File: src/rtl/video_picture_overlay.sv
// Picture-over-background overlay with per-frame origin, power-of-two upscale and colour key.
// Define OVERLAY_BOUNCE_EN to let the origin bounce off the display edges every frame.
module video_picture_overlay #(
    parameter int          CW         = 11,
    parameter int          H_DISP     = 1920,
    parameter int          V_DISP     = 1080,
    parameter int          PIC_W      = 200,
    parameter int          PIC_H      = 200,
    parameter int          AW         = 16,
    parameter int          ROM_LAT    = 1,
    parameter logic [23:0] BACK_COLOR = 24'hE0FFFF,
    parameter int          X_INIT     = 10,
    parameter int          Y_INIT     = 10,
    parameter int          STEP       = 2
) (
    input  logic          pixel_clk,
    input  logic          sys_rst,
    input  logic [CW-1:0] pixel_xpos,
    input  logic [CW-1:0] pixel_ypos,
    input  logic          frame_start,
    input  logic [CW-1:0] pos_x,
    input  logic [CW-1:0] pos_y,
    input  logic          pos_load,
    input  logic [1:0]    scale_shift,
    input  logic          key_en,
    input  logic [23:0]   key_color,
    output logic [AW-1:0] rom_addr,
    input  logic [23:0]   rom_rd_data,
    output logic [23:0]   pixel_data,
    output logic          pic_active
);

    localparam int XW = CW + 3;
    localparam logic [XW-1:0] PW  = XW'(PIC_W);
    localparam logic [XW-1:0] PH  = XW'(PIC_H);
    localparam logic [XW-1:0] HD  = XW'(H_DISP);
    localparam logic [XW-1:0] VD  = XW'(V_DISP);
    localparam logic [AW-1:0] PWA = AW'(PIC_W);

    logic [CW-1:0] org_x, org_y, org_x_n, org_y_n;
    logic [CW-1:0] pend_x, pend_y;
    logic          pend;
    logic [1:0]    scl;

    logic [XW-1:0] xe, ye, oxe, oye, sw, sh, rel_x, rel_y;
    logic          in_win;

    logic          s1_in;
    logic [AW-1:0] s1_col, s1_row;
    logic [ROM_LAT:0] win_sr;
    logic          keyed;

    assign xe    = XW'(pixel_xpos);
    assign ye    = XW'(pixel_ypos);
    assign oxe   = XW'(org_x);
    assign oye   = XW'(org_y);
    assign sw    = PW << scl;
    assign sh    = PH << scl;
    assign rel_x = xe - oxe;
    assign rel_y = ye - oye;

    assign in_win = (xe >= oxe) && (xe < oxe + sw) &&
                    (ye >= oye) && (ye < oye + sh) &&
                    (xe < HD) && (ye < VD);

`ifdef OVERLAY_BOUNCE_EN
    localparam logic [XW-1:0] ST = XW'(STEP);

    logic          dir_x, dir_y, dir_x_n, dir_y_n;
    logic          bdir_x, bdir_y;
    logic [XW-1:0] bnc_x, bnc_y;

    // Reflect once the next step would reach the far edge; neg=1 moves toward 0.
    function automatic logic [XW:0] bounce_axis(
        input logic [XW-1:0] o,
        input logic [XW-1:0] sz,
        input logic [XW-1:0] disp,
        input logic          neg
    );
        logic [XW-1:0] lim;
        logic [XW-1:0] r;
        logic          d;
        lim = (sz > disp) ? {XW{1'b0}} : disp - sz;
        d   = neg;
        r   = o;
        if (!neg) begin
            if (o + sz + ST >= disp) begin
                d = 1'b1;
                if (o > lim)
                    r = lim;
                else if (o >= ST)
                    r = o - ST;
                else
                    r = {XW{1'b0}};
            end else begin
                r = o + ST;
            end
        end else if (o < ST) begin
            d = 1'b0;
            r = {XW{1'b0}};
        end else begin
            r = o - ST;
        end
        return {d, r};
    endfunction

    always_comb begin
        {bdir_x, bnc_x} = bounce_axis(oxe, sw, HD, dir_x);
        {bdir_y, bnc_y} = bounce_axis(oye, sh, VD, dir_y);
    end
`endif

    always_comb begin
        org_x_n = org_x;
        org_y_n = org_y;
`ifdef OVERLAY_BOUNCE_EN
        dir_x_n = dir_x;
        dir_y_n = dir_y;
`endif
        if (frame_start) begin
            if (pos_load) begin
                org_x_n = pos_x;
                org_y_n = pos_y;
            end else if (pend) begin
                org_x_n = pend_x;
                org_y_n = pend_y;
            end
`ifdef OVERLAY_BOUNCE_EN
            else begin
                org_x_n = bnc_x[CW-1:0];
                org_y_n = bnc_y[CW-1:0];
                dir_x_n = bdir_x;
                dir_y_n = bdir_y;
            end
`endif
        end
    end

    // Geometry only changes at frame_start so a frame is never torn.
    always_ff @(posedge pixel_clk or posedge sys_rst) begin
        if (sys_rst) begin
            org_x  <= CW'(X_INIT);
            org_y  <= CW'(Y_INIT);
            pend_x <= '0;
            pend_y <= '0;
            pend   <= 1'b0;
            scl    <= 2'd0;
`ifdef OVERLAY_BOUNCE_EN
            dir_x  <= 1'b0;
            dir_y  <= 1'b0;
`endif
        end else begin
            org_x <= org_x_n;
            org_y <= org_y_n;
`ifdef OVERLAY_BOUNCE_EN
            dir_x <= dir_x_n;
            dir_y <= dir_y_n;
`endif
            if (frame_start) begin
                pend <= 1'b0;
                scl  <= (scale_shift == 2'd3) ? 2'd2 : scale_shift;
            end else if (pos_load) begin
                pend   <= 1'b1;
                pend_x <= pos_x;
                pend_y <= pos_y;
            end
        end
    end

    assign keyed = key_en && (rom_rd_data == key_color);

    always_ff @(posedge pixel_clk or posedge sys_rst) begin
        if (sys_rst) begin
            s1_in      <= 1'b0;
            s1_col     <= '0;
            s1_row     <= '0;
            rom_addr   <= '0;
            win_sr     <= '0;
            pixel_data <= BACK_COLOR;
            pic_active <= 1'b0;
        end else begin
            s1_in  <= in_win;
            s1_col <= AW'(rel_x >> scl);
            s1_row <= AW'(rel_y >> scl);
            if (s1_in)
                rom_addr <= s1_row * PWA + s1_col;
            // win_sr[ROM_LAT] lines up with the ROM word for the same pixel.
            win_sr <= {win_sr[ROM_LAT-1:0], s1_in};
            if (win_sr[ROM_LAT] && !keyed) begin
                pixel_data <= rom_rd_data;
                pic_active <= 1'b1;
            end else begin
                pixel_data <= BACK_COLOR;
                pic_active <= 1'b0;
            end
        end
    end

endmodule

File: config.mk
export PLATFORM = sky130hd
export DESIGN_NAME = video_picture_overlay
export DESIGN_NICKNAME = d
export VERILOG_FILES = /design/src/rtl/video_picture_overlay.sv
export SDC_FILE = /design/constraint.sdc
export NUM_CORES = 1
export LEC_CHECK = 0
export CAP_MARGIN = 20
export CELL_PAD_IN_SITES_DETAIL_PLACEMENT = 2
export CELL_PAD_IN_SITES_GLOBAL_PLACEMENT = 2
export CORE_MARGIN = 4
export CORE_UTILIZATION = 37
export DETAILED_ROUTE_END_ITERATION = 10
export PLACE_DENSITY_LB_ADDON = 0.1
export SLEW_MARGIN = 20
export SYNTH_ARGS = -nofsm -noshare
export SYNTH_HDL_FRONTEND = slang
export SYNTH_SLANG_ARGS = --single-unit
File: constraint.sdc
create_clock -name pixel_clk -period 11.2 [get_ports pixel_clk]
set_input_delay 2.24 -clock pixel_clk [delete_from_list [all_inputs] [get_ports pixel_clk]]
set_output_delay 2.24 -clock pixel_clk [all_outputs]
set_load 0.01 [all_outputs]
==> reports/metrics.csv <==
stage,metric,value,unit
outcome,result_of_the_run,finished clean,
logic_synthesis,synth.net_count,1063,
logic_synthesis,synth-edff-count,0,
placement,dpl_cell_area,10200,µm²
routing,m1WireLength,11100,µm
final_layout,final_nets,1201,
clock_tree,tritoncts_num_sinks,118,
setup_path,crit_path_top_delay_cell,sky130_fd_sc_hd__clkdlybuf4s50_1,
hold_path,hp-start,win_sr[0]$_DFF_PP0_,
run,maxCapViolCount,0,
clock_tree,post_cts_resized,0,
grt,gr-usage-all-layers,20.4,%
floorplan,die_area,25400,µm²
power_and_ir_drop,power_report.internal_total,2.02,mW
timing,clock_tree_skew_after_final_layout,0.0165,ns
logic_synthesis,number_of_distinct_library_cells_after_synthesis,69,
routing,topRoutingLayerUsed,met4,
routing,vias_cell,5.36,
clock_tree,cts_tree,yes,
final_layout,finish.instance_area,10800,µm²
setup_path,worstPathArrival,4.91,ns
clock_tree,postCtsSetupBuffers,0,
grt,grt_start_max_net_pins,68,
final_layout,areaGrowthSynthToFinish,26.9,%
routing,met3_wirelength,477,µm
hold_path,worst_hold_path_type,register to register,
routing,drcViolationCount,0,
placement,detailedPlacementHpwl,19700,µm
logic_synthesis,synth_top_cell_by_area,sky130_fd_sc_hd__dfrtp_1,
power_and_ir_drop,p_clk_share,15.3,%
logic_synthesis,synth.ff_latch_count,118,
routing,ant_nets,0,
logic_synthesis,synth.avg_cell_area,9.89,µm²
grt,number_of_global_route_vias_before_repair,7633,
setup_path,cp_cell_sequence,clkdlybuf4s50_1 > inv_1 > ha_1 > fa_1 > and2b_1 > o31a_1 > o221ai_2 > o21bai_2 > mux2i_1 > a2111o_1 > mux2i_1,
clock_tree,clock-root-buffer,sky130_fd_sc_hd__clkbuf_16,
logic_synthesis,yosys-top-cells-count,"97 x sky130_fd_sc_hd__ha_1, 95 x sky130_fd_sc_hd__dfrtp_1, 69 x sky130_fd_sc_hd__inv_1, 55 x sky130_fd_sc_hd__a21oi_1, 54 x sky130_fd_sc_hd__xnor2_1",
grt,total_congestion_overflow,0,
floorplan,ioPinCount,140,
logic_synthesis,netlist_area,8480,µm²
logic_synthesis,synth.top_cell.area_share,28.0,%
logic_synthesis,sequential_share_of_the_synthesized_area,35.2,%
final_layout,multiInputGateArea,5140,µm²
logic_synthesis,post_synth_main_area_contributors,"sky130_fd_sc_hd__dfrtp_1 28%, sky130_fd_sc_hd__ha_1 14%, sky130_fd_sc_hd__dfstp_2 7.1%",
power_and_ir_drop,p_sw,1.68,mW
setup_path,worstSetupStartpointType,primary input,
final_layout,end_of_flow_core_utilization,47.7,%
routing,dr.first_iter.drc_count,200,
routing,routed-wl-met2,13700,µm
clock_tree,tritoncts.num_buffers,17,
power_and_ir_drop,seqPwrFrac,16.7,%
setup_path,largest_stage_delay_worst_path,0.47,ns
floorplan,die_w,159,µm
final_layout,diodes,0,
power_and_ir_drop,ir_drop,0.259,mV
timing,worst_slew_pin_slew,1.03,ns
routing,dr_wl_cell,20.0,µm
timing,final.setup.tns,0,ns
logic_synthesis,post_synth_inst_count,857,
clock_tree,ctsHtreeMaxLevel,4,
floorplan,placement_rows,55,
routing,vias,6933,
final_layout,layout-drive-gt1-share,10.8,%
setup_path,cp_top_family,compound AO/OA/AOI/OAI gates,
setup_path,setup.worst_path.class,primary input to register,
clock_tree,cts.clk_slew.worst_paths,0.06,ns
setup_path,critPathBufInv,2,
logic_synthesis,synth_warnings,0,
timing,final_min_period_over_clock_period,41.0,%
timing,rsz0062_at_grt,no,
setup_path,setup.worst_path.end_class,register,
floorplan,die_height,159,µm
logic_synthesis,synth.most_common_cell,sky130_fd_sc_hd__ha_1,
grt,grt_first_pass_wirelength,41600,µm
floorplan,design.core.area,22600,µm²
clock_tree,insertion_delay,0.43,ns
setup_path,critPathMaxFanout,6,
timing,maxClockFrequency,218,MHz
setup_path,cp_data_required_time,11.52,ns
floorplan,initial_utilization,37.6,%
routing,drt-pass1-iter-count,4,
setup_path,critical-path-top-cell-by-count,sky130_fd_sc_hd__mux2i_1,
final_layout,n_fill_cell,2403,
clock_tree,ctsLongestPathBuffers,2,
timing,hold_viol,0,
power_and_ir_drop,comb_power_share,68.0,%
logic_synthesis,yosys_most_used_dff,sky130_fd_sc_hd__dfrtp_1,
power_and_ir_drop,switching_part_of_the_total,45.4,%
timing,post-route-min-period,4.59,ns
setup_path,crit-reg2reg-launch,scl[0]$_DFFE_PP0P_,
clock_tree,cts-hold-fix-buffers,0,
power_and_ir_drop,cellPowerDensity,344,nW/µm²
timing,drv_slew,0,
timing,timing.slew.headroom,31.7,%
routing,route.final.wire_length,25900,µm
power_and_ir_drop,p_leak,4.75,nW
final_layout,final-seq-area,2980,µm²
placement,finalWeightedCongestion,0.799,
setup_path,worst_setup_path_startpoint,pixel_xpos[0],
timing,timing.final.setup_violations,0,
grt,antenna_violations_before_repair,0,
logic_synthesis,synth_async_sr_flop_share,100,%
placement,io_port_bufs,139,
[through the flow]
step | std cells | worst slack (ns) | hold WS (ns) | power (mW)
2_1_floorplan | 857 | 5.87 | 0.331 | 2.50
3_3_place_gp | 1261 | 6.33 | 0.334 | 3.08
3_5_place_dp | 1261 | 6.17 | 0.336 | 3.15
4_1_cts | 1293 | 6.61 | 0.357 | 3.77
5_1_grt | 1293 | 6.45 | 0.361 | 4.07
6_report | 1293 | 6.61 | 0.353 | 3.71
[metal layers]
layer	GRT usage (%)	vias to the layer above
li1	-	3313
met1	24.3	3476
met2	37.6	103
met3	2.74	41
met4	7.14	0
met5	0	-
[logic make-up (layout without fill, tap and decap cells)]
logic type               count (synthesis)  in the layout  share of synthesized area, %
AO/OA/AOI/OAI                          196            196                          15.1
XOR/XNOR                                75             75                          7.75
adder cells (fa/ha/maj)                107            107                          16.7
buffers and inverters                   95            246                          4.40
flip-flops                             118            118                          35.2
multiplexers                            79             79                          10.1
AND/OR/NAND/NOR                        187            187                          10.9
[cells in the final DEF (no fill, tap or decap), types with 6 or more instances in the layout]
cell type / instances
sky130_fd_sc_hd__dfrtp_1: 95
sky130_fd_sc_hd__nand3_1: 12
sky130_fd_sc_hd__o21ai_0: 46
sky130_fd_sc_hd__inv_1: 68
sky130_fd_sc_hd__xnor2_1: 54
sky130_fd_sc_hd__and2_1: 6
sky130_fd_sc_hd__a31oi_1: 9
sky130_fd_sc_hd__mux2_2: 32
sky130_fd_sc_hd__clkbuf_16: 17
sky130_fd_sc_hd__mux2i_1: 45
sky130_fd_sc_hd__a21o_1: 9
sky130_fd_sc_hd__nand2b_1: 24
sky130_fd_sc_hd__nand2_1: 45
sky130_fd_sc_hd__xor2_1: 21
sky130_fd_sc_hd__nor3_1: 11
sky130_fd_sc_hd__a21oi_1: 55
sky130_fd_sc_hd__o21a_1: 13
sky130_fd_sc_hd__clkdlybuf4s50_1: 139
sky130_fd_sc_hd__nor2_1: 49
sky130_fd_sc_hd__a211oi_1: 7
sky130_fd_sc_hd__dfstp_2: 23
sky130_fd_sc_hd__nand4_1: 10
sky130_fd_sc_hd__fa_1: 10
sky130_fd_sc_hd__ha_1: 97
sky130_fd_sc_hd__nor2b_1: 9
[final cells by class]
cell class,count,share of cell area (%)
clock inverter,15,1.56
tap,285,3.31
inverter,70,2.46
sequential,118,27.7
clock buffer,17,3.95
timing repair buffer,144,13.3
multi-input combinational,644,47.7
[worst reg2reg max path, delay by kind of cell (launching register included)]
| family | cells | cell delay (ns) |
|---|---|---|
| fa+ha+maj | 3 | 1.23 |
| compound gates | 4 | 1.13 |
| buf+inv | 3 | 0.97 |
| simple gates | 2 | 0.40 |
| flops | 1 | 0.33 |
| xor+xnor | 1 | 0.17 |
[worst paths after layout]
path | cells after the start | end | slack (ns)
worst max-delay path | 11 | s1_col[9]$_DFF_PP0_ | 6.61
worst min register to register | 0 | win_sr[1]$_DFF_PP0_ | 0.35
min in group asynchronous | 2 | pixel_data[16]$_DFF_PP0_ | 2.36
max in group asynchronous | 3 | org_x[9]$_DFFE_PP0P_ | 7.59
worst min-delay path | 0 | win_sr[1]$_DFF_PP0_ | 0.35
worst max register to register | 13 | s1_in$_DFF_PP0_ | 6.87
[sequential cells by signal, indices dropped and copies added, names as in the netlist]
| signal | cells |
|---|---|
| pic_active | 1 |
| pend_y | 11 |
| pend | 1 |
| scl | 2 |
| pend_x | 11 |
| org_x | 11 |
| rom_addr | 16 |
| win_sr | 2 |
| pixel_data | 24 |
| s1_col | 14 |
| org_y | 11 |
| s1_row | 13 |
| s1_in | 1 |
[power by group through the flow]
stage | sequential [mW] | clock, mW | combinational (mW)
floorplan | 0.611 | 0 | 1.89
CTS | 0.622 | 0.581 | 2.57
global route | 0.634 | 0.606 | 2.83
detailed placement | 0.627 | 0 | 2.52
global placement | 0.621 | 0 | 2.46
finish | 0.619 | 0.568 | 2.52
Note: power is estimated with default switching activity, not from simulation.
